### src/rtl/alu_pkg.sv
// Shared types and constants for the ARM-style data-processing ALU.
// Optional build macro: ALU_LOGIC_CARRY_CLR_EN (see alu_processor.sv).
package alu_pkg;

    typedef enum logic [3:0] {
        AND = 4'd0,
        EOR = 4'd1,
        ORR = 4'd2,
        NOR = 4'd3,
        BIC = 4'd4,
        ADD = 4'd5,
        ADC = 4'd6,
        SUB = 4'd7,
        SBC = 4'd8,
        RSB = 4'd9,
        RSC = 4'd10,
        TEQ = 4'd11,
        CMP = 4'd12,
        CMN = 4'd13,
        MOV = 4'd14,
        MVN = 4'd15
    } alu_op_e;

    localparam int FLAG_N = 3;
    localparam int FLAG_Z = 2;
    localparam int FLAG_C = 1;
    localparam int FLAG_V = 0;

    // True for the opcodes whose C/V come from the adder.
    function automatic logic is_arith(input alu_op_e op);
        case (op)
            ADD, ADC, SUB, SBC, RSB, RSC, CMP, CMN: is_arith = 1'b1;
            default:                                is_arith = 1'b0;
        endcase
    endfunction

endpackage

### src/rtl/alu_processor_if.sv
// Operand/result bundle between the execute-stage sequencer (master) and the ALU (slave).
// There is no handshake: a new operation is accepted every clock and its result appears one clock later.
interface alu_processor_if #(
    parameter int N = 32
);
    logic [3:0]   opcode;
    logic [N-1:0] op1;
    logic [N-1:0] op2;
    logic [3:0]   old_ALU_flag_NZCV;
    logic [N-1:0] out;
    logic [3:0]   ALU_flag_NZCV;

    modport master (
        output opcode, op1, op2, old_ALU_flag_NZCV,
        input  out, ALU_flag_NZCV
    );

    modport slave (
        input  opcode, op1, op2, old_ALU_flag_NZCV,
        output out, ALU_flag_NZCV
    );
endinterface

### src/rtl/alu_addsub.sv
// N-bit adder a + b + cin with carry-out and signed overflow; subtraction is
// done by the caller feeding an inverted subtrahend.
module alu_addsub #(
    parameter int N = 32
) (
    input  logic [N-1:0] i_a,
    input  logic [N-1:0] i_b,
    input  logic         i_cin,
    output logic [N-1:0] o_sum,
    output logic         o_cout,
    output logic         o_ovf
);

    logic [N:0] w_full;

    assign w_full = {1'b0, i_a} + {1'b0, i_b} + {{N{1'b0}}, i_cin};
    assign o_sum  = w_full[N-1:0];
    assign o_cout = w_full[N];
    // Overflow: adder inputs agree in sign but the sum does not.
    assign o_ovf  = (i_a[N-1] == i_b[N-1]) && (w_full[N-1] != i_a[N-1]);

endmodule

### src/rtl/alu_processor.sv
// Registered 16-opcode data-processing ALU producing a result and new NZCV flags.
// Define ALU_LOGIC_CARRY_CLR_EN to make logic/move ops clear C and V instead of preserving them.
module alu_processor
    import alu_pkg::*;
#(
    parameter int N = 32
) (
    input  logic               clk,
    input  logic               rst_n,
    alu_processor_if.slave     bus
);

    alu_op_e      w_op;
    logic         w_cin_flag;
    logic [N-1:0] w_add_a;
    logic [N-1:0] w_add_b;
    logic         w_add_cin;
    logic [N-1:0] w_sum;
    logic         w_cout;
    logic         w_ovf;
    logic [N-1:0] w_logic_res;
    logic [N-1:0] w_res;
    logic [1:0]   w_logic_cv;
    logic [3:0]   w_flags;
    logic         w_unused_flags;
    logic [N-1:0] r_out;
    logic [3:0]   r_flags;

    assign w_op       = alu_op_e'(bus.opcode);
    assign w_cin_flag = bus.old_ALU_flag_NZCV[FLAG_C];

    // Incoming N and Z are never used: every op recomputes them.
    assign w_unused_flags = &{bus.old_ALU_flag_NZCV};

    // Operand routing for the shared adder.
    always_comb begin
        w_add_a   = bus.op1;
        w_add_b   = bus.op2;
        w_add_cin = 1'b0;
        case (w_op)
            ADC: begin
                w_add_cin = w_cin_flag;
            end
            SUB, CMP: begin
                w_add_b   = ~bus.op2;
                w_add_cin = 1'b1;
            end
            SBC: begin
                w_add_b   = ~bus.op2;
                w_add_cin = w_cin_flag;
            end
            RSB: begin
                w_add_a   = bus.op2;
                w_add_b   = ~bus.op1;
                w_add_cin = 1'b1;
            end
            RSC: begin
                w_add_a   = bus.op2;
                w_add_b   = ~bus.op1;
                w_add_cin = w_cin_flag;
            end
            default: begin
                w_add_a   = bus.op1;
                w_add_b   = bus.op2;
                w_add_cin = 1'b0;
            end
        endcase
    end

    alu_addsub #(.N(N)) u_addsub (
        .i_a    (w_add_a),
        .i_b    (w_add_b),
        .i_cin  (w_add_cin),
        .o_sum  (w_sum),
        .o_cout (w_cout),
        .o_ovf  (w_ovf)
    );

    always_comb begin
        w_logic_res = '0;
        case (w_op)
            AND:      w_logic_res = bus.op1 & bus.op2;
            EOR, TEQ: w_logic_res = bus.op1 ^ bus.op2;
            ORR:      w_logic_res = bus.op1 | bus.op2;
            NOR:      w_logic_res = ~(bus.op1 | bus.op2);
            BIC:      w_logic_res = bus.op1 & ~bus.op2;
            MOV:      w_logic_res = bus.op2;
            MVN:      w_logic_res = ~bus.op2;
            default:  w_logic_res = '0;
        endcase
    end

`ifdef ALU_LOGIC_CARRY_CLR_EN
    assign w_logic_cv = 2'b00;
`else
    assign w_logic_cv = {bus.old_ALU_flag_NZCV[FLAG_C], bus.old_ALU_flag_NZCV[FLAG_V]};
`endif

    always_comb begin
        w_res   = is_arith(w_op) ? w_sum : w_logic_res;
        w_flags = 4'b0000;
        w_flags[FLAG_N] = w_res[N-1];
        w_flags[FLAG_Z] = (w_res == '0);
        if (is_arith(w_op)) begin
            w_flags[FLAG_C] = w_cout;
            w_flags[FLAG_V] = w_ovf;
        end else begin
            w_flags[FLAG_C] = w_logic_cv[1];
            w_flags[FLAG_V] = w_logic_cv[0];
        end
    end

    always_ff @(posedge clk or negedge rst_n) begin
        if (!rst_n) begin
            r_out   <= '0;
            r_flags <= 4'b0000;
        end else begin
            r_out   <= w_res;
            r_flags <= w_flags;
        end
    end

    assign bus.out           = r_out;
    assign bus.ALU_flag_NZCV = r_flags;

endmodule

### src/flat_wrapper.sv
// flat-port wrapper written by rule: the top's interface ports become plain ports
module alu_processor_flat import alu_pkg::*;
#(
    parameter int N = 32
)
  (clk, rst_n, bus_opcode, bus_op1, bus_op2, bus_old_ALU_flag_NZCV, bus_out, bus_ALU_flag_NZCV);
  alu_processor_if #(.N(N)) bus_i ();
  input  logic clk;
  input  logic rst_n;
  input wire logic [$bits(bus_i.opcode)-1:0] bus_opcode;
  input wire logic [$bits(bus_i.op1)-1:0] bus_op1;
  input wire logic [$bits(bus_i.op2)-1:0] bus_op2;
  input wire logic [$bits(bus_i.old_ALU_flag_NZCV)-1:0] bus_old_ALU_flag_NZCV;
  output wire logic [$bits(bus_i.out)-1:0] bus_out;
  output wire logic [$bits(bus_i.ALU_flag_NZCV)-1:0] bus_ALU_flag_NZCV;
  assign bus_i.opcode = bus_opcode;
  assign bus_i.op1 = bus_op1;
  assign bus_i.op2 = bus_op2;
  assign bus_i.old_ALU_flag_NZCV = bus_old_ALU_flag_NZCV;
  assign bus_out = bus_i.out;
  assign bus_ALU_flag_NZCV = bus_i.ALU_flag_NZCV;
  alu_processor #(.N(N)) u_core (.clk(clk), .rst_n(rst_n), .bus(bus_i));
endmodule
### config.mk
export PLATFORM = sky130hd
export DESIGN_NAME = alu_processor_flat
export DESIGN_NICKNAME = d
export VERILOG_FILES = /design/src/rtl/alu_pkg.sv /design/src/rtl/alu_processor_if.sv /design/src/rtl/alu_addsub.sv /design/src/rtl/alu_processor.sv /design/src/flat_wrapper.sv
export SDC_FILE = /design/constraint.sdc
export NUM_CORES = 1
export LEC_CHECK = 0
export ABC_AREA = 1
export BUFFER_PORTS_ARGS = -buffer_cell sky130_fd_sc_hd__buf_4
export CAP_MARGIN = 10
export CORE_ASPECT_RATIO = 1.1
export CORE_MARGIN = 4
export CORE_UTILIZATION = 53
export CTS_CLUSTER_SIZE = 25
export DETAILED_ROUTE_END_ITERATION = 8
export HOLD_SLACK_MARGIN = 0.03
export PLACE_DENSITY = 0.79
export RECOVER_POWER = 100
export SLEW_MARGIN = 20
export SYNTH_ARGS = -nofsm -noshare
export SYNTH_HDL_FRONTEND = slang
export SYNTH_HIERARCHICAL = 1
export SYNTH_SLANG_ARGS = --single-unit
### constraint.sdc
create_clock -name clk -period 0.8 [get_ports clk]
set_input_delay 0.08 -clock clk [delete_from_list [all_inputs] [get_ports clk]]
set_output_delay 0.08 -clock clk [all_outputs]
set_load 0.05 [all_outputs]
==> results of run 1 <==
routing by layer:
layer,overflow,GRT usage (%)
met1,0,78.1
met2,7,88.2
met3,1,69.1
met4,10,73.1
met5,0,29.8
cell families after synthesis:
kind of cell             after synthesis  synth area share [%]
AND/OR/NAND/NOR                      690                  42.3
AO/OA/AOI/OAI                        209                  18.1
buffers and inverters                184                  11.1
adder cells (fa/ha/maj)               65                  12.5
flip-flops                            35                  13.2
XOR/XNOR                              20                  2.65
timing repair:
action / in CTS
setup endpoints to repair: 71
pin swaps: 52
endpoints found under the hold margin: 36
hold buffers: 2
gates cloned: 2
buffers inserted: 30
gates resized for setup: 175
metrics by stage:
stage | hold WS [ns] | instance area (sq um)
2_1_floorplan | -0.216 | 6810
3_3_place_gp | -0.0479 | 9450
3_5_place_dp | -0.0459 | 9450
4_1_cts | 0.213 | 10600
==> impl_metrics.yaml, run 1 <==
synth:
  syn_inst: 1203
  ys_ff_latch: 35
  synthTopCellsByArea: "nand2_1 24%, dfrtp_1 13%, ha_1 12%, nor2_1 8.2%, inv_1 7.7%"
  yosysMostFrequentCell: "nand2_1"
  yosys_warnings: 6
  syn_area_per_cell_sq_um: 5.50
  yosysTopAreaCell: "nand2_1"
  syn_area_sq_um: 6610
  seq_area_frac_synth_pct: 13.2
  syn-num-nets: 1342
  ys.flop_type: "dfrtp_1"
  synth_commonest_cells: "423 x nand2_1, 144 x nor2_1, 135 x inv_1"
  synth_edf_count: 0
  synth_top_area_share_pct: 24.0
  async_flop_share_pct: 100
  ys_types: 31
cts:
  cts_buffers: 5
  clk_path_buf_depth: 2
  cts_root_buffer: "clkbuf_16"
  clkSinkCount: 35
  htree_num_levels: 2
place:
  dp_hpwl_um: 20500
  gp_congestion: 0.995
  dp_worst_setup_slack_ns: -2.44
  dp_cells: 1650
  port_buffers: 107
timing:
  worst-ep-kind: "register input"
  crit_endpoint: "u_core/bus.ALU_flag_NZCV[2]$_DFF_PN0_/D"
global_routing:
  grt_max_degree: 42
  overflow: 18
  grt_usage_pct: 77.1
outcome:
  stop_stage: "global routing"
  outcome: "did not finish"
  firstError: "[ERROR GRT-0232] Routing congestion too high. Check the congestion heatmap in the GUI."
floorplanning:
  dieWidth_um: 115
  die_h_um: 125
  num_io_pins: 110
  initial_core_util_pct: 54.5
  rows: 42
==> inputs of run 2 (changes only) <==
Settings changed: CORE_ASPECT_RATIO 1.1 to default, CORE_UTILIZATION 53 to 40, CTS_CLUSTER_SIZE 25 to default, HOLD_SLACK_MARGIN 0.03 to default, PLACE_DENSITY 0.79 to default, PLACE_DENSITY_LB_ADDON from default to 0.15.
Clock period 0.8 ns to 1 ns, I/O delays scaled along.
==> impl_metrics.yaml, run 2 <==
setup_path:
  crit_required_ns: 1.20
  crit_fanout: 13
  crit_arrival_ns: 3.15
  endpoint_kind: "register"
  start_kind: "input port"
  path_class: "input port to register"
hold_path:
  hold-path-cell-count: 3
  hold_path.class: "input port to register"
  hold_end: "u_core/bus.ALU_flag_NZCV[0]"
  hold_start: "bus_old_ALU_flag_NZCV[0]"
floorplanning:
  die_h_um: 137
  coreArea_sq_um: 16100
  rows: 46
  initial_core_util_pct: 41.2
  dieWidth_um: 137
  num_io_pins: 110
  die-area_sq_um: 18700
synth:
  synth_fa_ha_area_share_pct: 12.5
  ys.flop_type: "dfrtp_1"
  ys_types: 31
  syn-num-nets: 1342
  syn_inst: 1203
  seq_area_frac_synth_pct: 13.2
  syn_area_per_cell_sq_um: 5.50
  synth_commonest_cells: "423 x nand2_1, 144 x nor2_1, 135 x inv_1"
  synth_top_area_share_pct: 24.0
  yosysTopAreaCell: "nand2_1"
  synth-xor-area-share_pct: 2.65
  syn_area_sq_um: 6610
  synth-simple-area-share_pct: 42.3
  synthTopCellsByArea: "nand2_1 24%, dfrtp_1 13%, ha_1 12%, nor2_1 8.2%, inv_1 7.7%"
  synth_edf_count: 0
  ys_ff_latch: 35
  synth_top_family_by_area: "simple AND/OR/NAND/NOR gates"
  muxShareOfSynthArea_pct: 0
  yosysMostFrequentCell: "nand2_1"
  synth-compound-area-share_pct: 18.1
  async_flop_share_pct: 100
  yosys_warnings: 6
final_layout:
  final_common_cell: "nand2_1"
  drive_above_1_share_pct: 37.0
  final_cell_mix: "379 x nand2_1, 321 x buf_4, 131 x nor2_1"
  largest_reg_flops: 31
  fin_nets: 1700
  num-fill-cells: 1440
  n_antenna_cell: 0
  areaGrowthSynthToFinish_pct: 64.6
  utilization_pct: 67.8
  fin_area_sq_um: 10900
timing:
  max_slew_margin_pct: 52.3
  min_period_ns: 2.95
  slew_viol_final: 0
  fin_crit_sh_pct: 295
  hold_viol: 0
  worst_slew_pin_slew_ns: 0.714
  final.setup.worst_slack_ns: -1.95
  hold_ws_ns: 0.0414
  rsz0062_at_grt: "yes"
  setup_viol: 35
  clock.fmax_mhz: 339
pwr:
  pwr-share-comb_pct: 75.3
  p_total_mw: 13.3
  pwr-share-seq_pct: 13.7
  cellLeakagePower_nw: 5.95
  clkPwrFrac_pct: 10.9
  p_sw_share_pct: 47.5
  p_switching_mw: 6.33
  power_density_nw_per_um2: 1220
  peakVddDrop_mv: 1.04
  internal_power_mw: 6.98
cts:
  clk_path_buf_depth: 2
  cts_buffers: 5
  clkSinkCount: 35
  cts_root_buffer: "clkbuf_16"
  cts_tree: "done"
  path_clk_slew_ns: 0.05
  htree_num_levels: 2
drt:
  vias: 9318
  routed_wl_um: 28600
  viasPerCell: 5.24
  drt_iter0_drc: 943
  first_pass_iters: 5
  ant_nets: 0
  wl_per_cell_um: 16.1
  drc_errors: 0
global_routing:
  grt_first_pass_wirelength_um: 43500
  grt_pass1_vias: 8448
  grt_max_degree: 55
  antenna_found_initial: 0
  overflow: 0
  grt_usage_pct: 29.4
outcome:
  violations: "negative setup slack"
  outcome: "complete, but fails checks"
place:
  place_area_sq_um: 9710
  dp_worst_setup_slack_ns: -2.45
  port_buffers: 107
  gp_congestion: 0.955
  dp_hpwl_um: 21900
job:
  maxCapViolations: 0
## run 2: cell counts after synthesis
Identical to the previous run, type by type.
## run 2: kinds of logic after synthesis
logic type	after synthesis
AOI/OAI and AO/OA	209
xor gates and xnor gates	20
adders and majority gates	65
buffers and inverters	184
DFF	35
and+or+nand+nor	690
## run 2: what timing repair did
item / CTS / global route
gates resized for setup: 127 / 32
endpoints found under the setup margin: 35 / 35
hold endpoints to repair: 35 / 0
buffers inserted: 18 / 14
hold buffers: 1 / 0
pin swaps: 53 / 10
gates cloned: 2 / 3
## run 2: final cells by class
cell class | count | area [sq um] | share of cell area, %
clock buffer | 6 | 139 | 1.28
clock inverter | 1 | 5.00 | 0.0460
inverter | 139 | 538 | 4.94
multi-input combinational | 984 | 5710 | 52.5
sequential | 35 | 876 | 8.05
tap | 216 | 270 | 2.48
timing repair buffer | 395 | 3340 | 30.7
timing repair inverter | 1 | 6.26 | 0.0575
## run 2: how the worst max path moves through the flow
stage	startpoint	slack [ns]	endpoint	cells past startpoint
2_1_floorplan	bus_opcode[3]	-1.82	u_core/bus.ALU_flag_NZCV[2]	27
3_3_place_gp	bus_opcode[3]	-2.34	u_core/bus.ALU_flag_NZCV[2]	25
3_5_place_dp	bus_opcode[3]	-2.45	u_core/bus.ALU_flag_NZCV[2]	25
4_1_cts	bus_opcode[3]	-1.87	u_core/bus.ALU_flag_NZCV[2]	26
5_1_grt	bus_opcode[3]	-2.16	u_core/bus.ALU_flag_NZCV[2]	24
6_report	bus_opcode[3]	-1.95	u_core/bus.ALU_flag_NZCV[2]	26
## run 2: per-layer routing
layer  up-vias  global-route usage, %  share of wire (%)
li1       4623                      -                  -
met1      4237                   42.5                 45
met2       424                   46.7                 44
met3        34                   3.57                8.8
met4         0                   6.49                1.8
met5         -                      0                  0
## run 2: power by group through the flow
stage                     Sequential [mW]  Clock [mW]  Combinational (mW)
after floorplan                      3.10           0                3.52
after global placement               1.86           0                8.69
after detailed placement             1.86           0                8.74
after CTS                            1.84        1.48                9.58
after global routing                 1.86        1.58                10.7
final                                1.83        1.46                10.0
## run 2: stage by stage
stage / TNS, ns / cells
6_report: -55.35 / 1777
5_1_grt: -59.87 / 1777
4_1_cts: -51.67 / 1760
3_5_place_dp: -66.98 / 1732
3_3_place_gp: -65.51 / 1732
2_1_floorplan: -44.76 / 1203
## run 2: worst max-delay path: stages
cell	delay (ns)
buf_8	0.08
clkinvlp_4	0.12
nor2_4	0.19
o21ai_4	0.13
buf_12	0.16
buf_4	0.13
buf_6	0.16
o221ai_4	0.19
ha_2	0.32
nand2_2	0.09
nand2_2	0.07
buf_4	0.13
nand3_1	0.08
nand2_2	0.07
nand2_1	0.07
nand2_2	0.08
nand2_2	0.07
nand2_2	0.08
xor2_1	0.16
nand2_1	0.09
nand3_2	0.10
nor2_1	0.11
nand2_1	0.07
nor2_1	0.10
nand2_1	0.06
nor2_1	0.09
Power figures use the tool's default switching activity.
==> inputs of run 3 (changes only) <==
Settings changed: PLACE_DENSITY from default to 0.59, PLACE_DENSITY_LB_ADDON 0.15 to default, RECOVER_POWER 100 to 25.
==> impl_metrics.yaml, run 3 (same netlist as run 2, synthesis figures left out) <==
cts:
  clkSinkCount: 35
  clk_path_buf_depth: 2
  htree_num_levels: 2
  cts_tree: "done"
  cts_buffers: 5
  path_clk_slew_ns: 0.05
  cts_root_buffer: "clkbuf_16"
place:
  dp_cells: 1721
  port_buffers: 107
  dp_hpwl_um: 21700
  gp_congestion: 0.960
  dp_worst_setup_slack_ns: -2.35
setup_path:
  endpoint_kind: "register"
  crit_arrival_ns: 3.25
  start_kind: "input port"
  endpoint: "u_core/bus.ALU_flag_NZCV[2]"
  crit_required_ns: 1.21
  crit_fanout: 8
  path_class: "input port to register"
  startpoint: "bus_opcode[3]"
drt:
  viasPerCell: 5.31
  routed_wl_um: 29700
  drc_errors: 0
  vias: 9447
  ant_nets: 0
  first_pass_iters: 5
  wl_per_cell_um: 16.7
  drt_iter0_drc: 902
floorplanning:
  rows: 46
  num_io_pins: 110
  die_h_um: 137
  initial_core_util_pct: 41.2
  coreArea_sq_um: 16100
  dieWidth_um: 137
  die-area_sq_um: 18700
final_layout:
  multi_input_area_sq_um: 6020
  num-fill-cells: 1357
  largest_reg_flops: 31
  final_common_cell: "nand2_1"
  areaGrowthSynthToFinish_pct: 70.8
  n_antenna_cell: 0
  seq_area_sq_um: 876
  final_cell_mix: "361 x nand2_1, 336 x buf_4, 124 x inv_1"
  fin_nets: 1701
  drive_above_1_share_pct: 40.4
  final_cell_count_no_fill: 1779
pwr:
  p_switching_mw: 6.72
  pwr-share-seq_pct: 13.2
  p_sw_share_pct: 48.3
  clkPwrFrac_pct: 10.5
  pwr-share-comb_pct: 76.3
  power_density_nw_per_um2: 1230
  internal_power_mw: 7.20
  cellLeakagePower_nw: 6.11
  peakVddDrop_mv: 1.22
timing:
  max_slew_margin_pct: 69.8
  fin_crit_sh_pct: 303
  rsz0062_at_grt: "yes"
  setup_tns_ns: -58.52
  slew_viol_final: 0
  hold_ws_ns: 0.0300
  clock.fmax_mhz: 330
  setup_viol: 35
  worst_slew_pin_slew_ns: 0.453
  hold_viol: 0
  min_period_ns: 3.03
  final.setup.worst_slack_ns: -2.03
global_routing:
  overflow: 0
  grt_usage_pct: 29.8
  grt_first_pass_wirelength_um: 43800
  antenna_found_initial: 0
  grt_max_degree: 36
  grt_pass1_vias: 8411
outcome:
  violations: "negative setup slack"
  outcome: "complete, but fails checks"
job:
  maxCapViolations: 0
hold_path:
  hold_path.class: "input port to register"
==> run 3: layout make-up <==
| cell class | instances | area share (%) |
|---|---|---|
| multi-input cells | 984 | 53.3 |
| repair buffers | 397 | 30.6 |
| flip-flops and latches | 35 | 7.75 |
| inverters | 139 | 4.70 |
| well taps | 216 | 2.39 |
| clock buffers | 6 | 1.14 |
| clock inverters | 2 | 0.111 |
==> run 3: stage by stage <==
| step | power (mW) | instance area, sq um | utilization [%] |
|---|---|---|---|
| after floorplan | 6.62 | 6810 | - |
| after global placement | 10.4 | 9620 | 59.9 |
| after detailed placement | 10.5 | 9620 | 59.9 |
| after CTS | 13.0 | 10700 | 66.6 |
| after global routing | 14.7 | 11300 | 70.4 |
| final | 13.9 | 11300 | 70.4 |
==> run 3: how the worst min path moves through the flow <==
stage | from | endpoint | slack, ns | cells past startpoint
after floorplan | rst_n | u_core/bus.ALU_flag_NZCV[0] | -0.20 | 0
after global placement | rst_n | u_core/bus.out[2] | 0.06 | 1
after detailed placement | rst_n | u_core/bus.out[4] | 0.06 | 1
after CTS | bus_old_ALU_flag_NZCV[0] | u_core/bus.ALU_flag_NZCV[0] | 0.03 | 3
after global routing | bus_old_ALU_flag_NZCV[0] | u_core/bus.ALU_flag_NZCV[0] | 0.06 | 3
final | bus_old_ALU_flag_NZCV[0] | u_core/bus.ALU_flag_NZCV[0] | 0.03 | 3
==> run 3: power groups by stage <==
stage	Sequential [mW]	Clock, mW	Combinational, mW
after floorplan	3.10	0	3.52
after global placement	1.86	0	8.57
after detailed placement	1.87	0	8.59
after CTS	1.85	1.49	9.63
after global routing	1.87	1.58	11.3
final	1.84	1.46	10.6
==> run 3: routing by layer <==
metal	global-route usage (%)	vias to the layer above	routed length (um)
li1	-	4620	-
met2	46.5	452	13000
met1	45.5	4314	13500
met4	4.93	0	532
met5	0	-	0
met3	2.02	61	2610
==> run 3: timing repair <==
action                                  in CTS  in global routing
pin swaps                                   87                 57
hold endpoints to repair                    35                  0
setup buffers                               35                 21
cloned                                       3                  2
gates resized for setup                    149                111
hold buffers                                 1                  0
endpoints found under the setup margin      35                 35
==> run 3: worst max-delay path: stages <==
cell        delay, ns
buf_8            0.08
clkinvlp_4       0.13
nand2_4          0.11
o22ai_4          0.09
a21oi_4          0.18
clkinv_4         0.18
nand2_4          0.10
o221ai_4         0.10
fa_2             0.45
fa_2             0.39
nand3_2          0.09
nand2_4          0.09
nand2_4          0.09
nand2_4          0.07
nand2_2          0.09
nand2_4          0.07
xor2_1           0.15
nand2_1          0.10
nand3_2          0.11
nor2_2           0.12
nand2_1          0.05
nor2_1           0.09
nand2_1          0.09
nor2_1           0.11
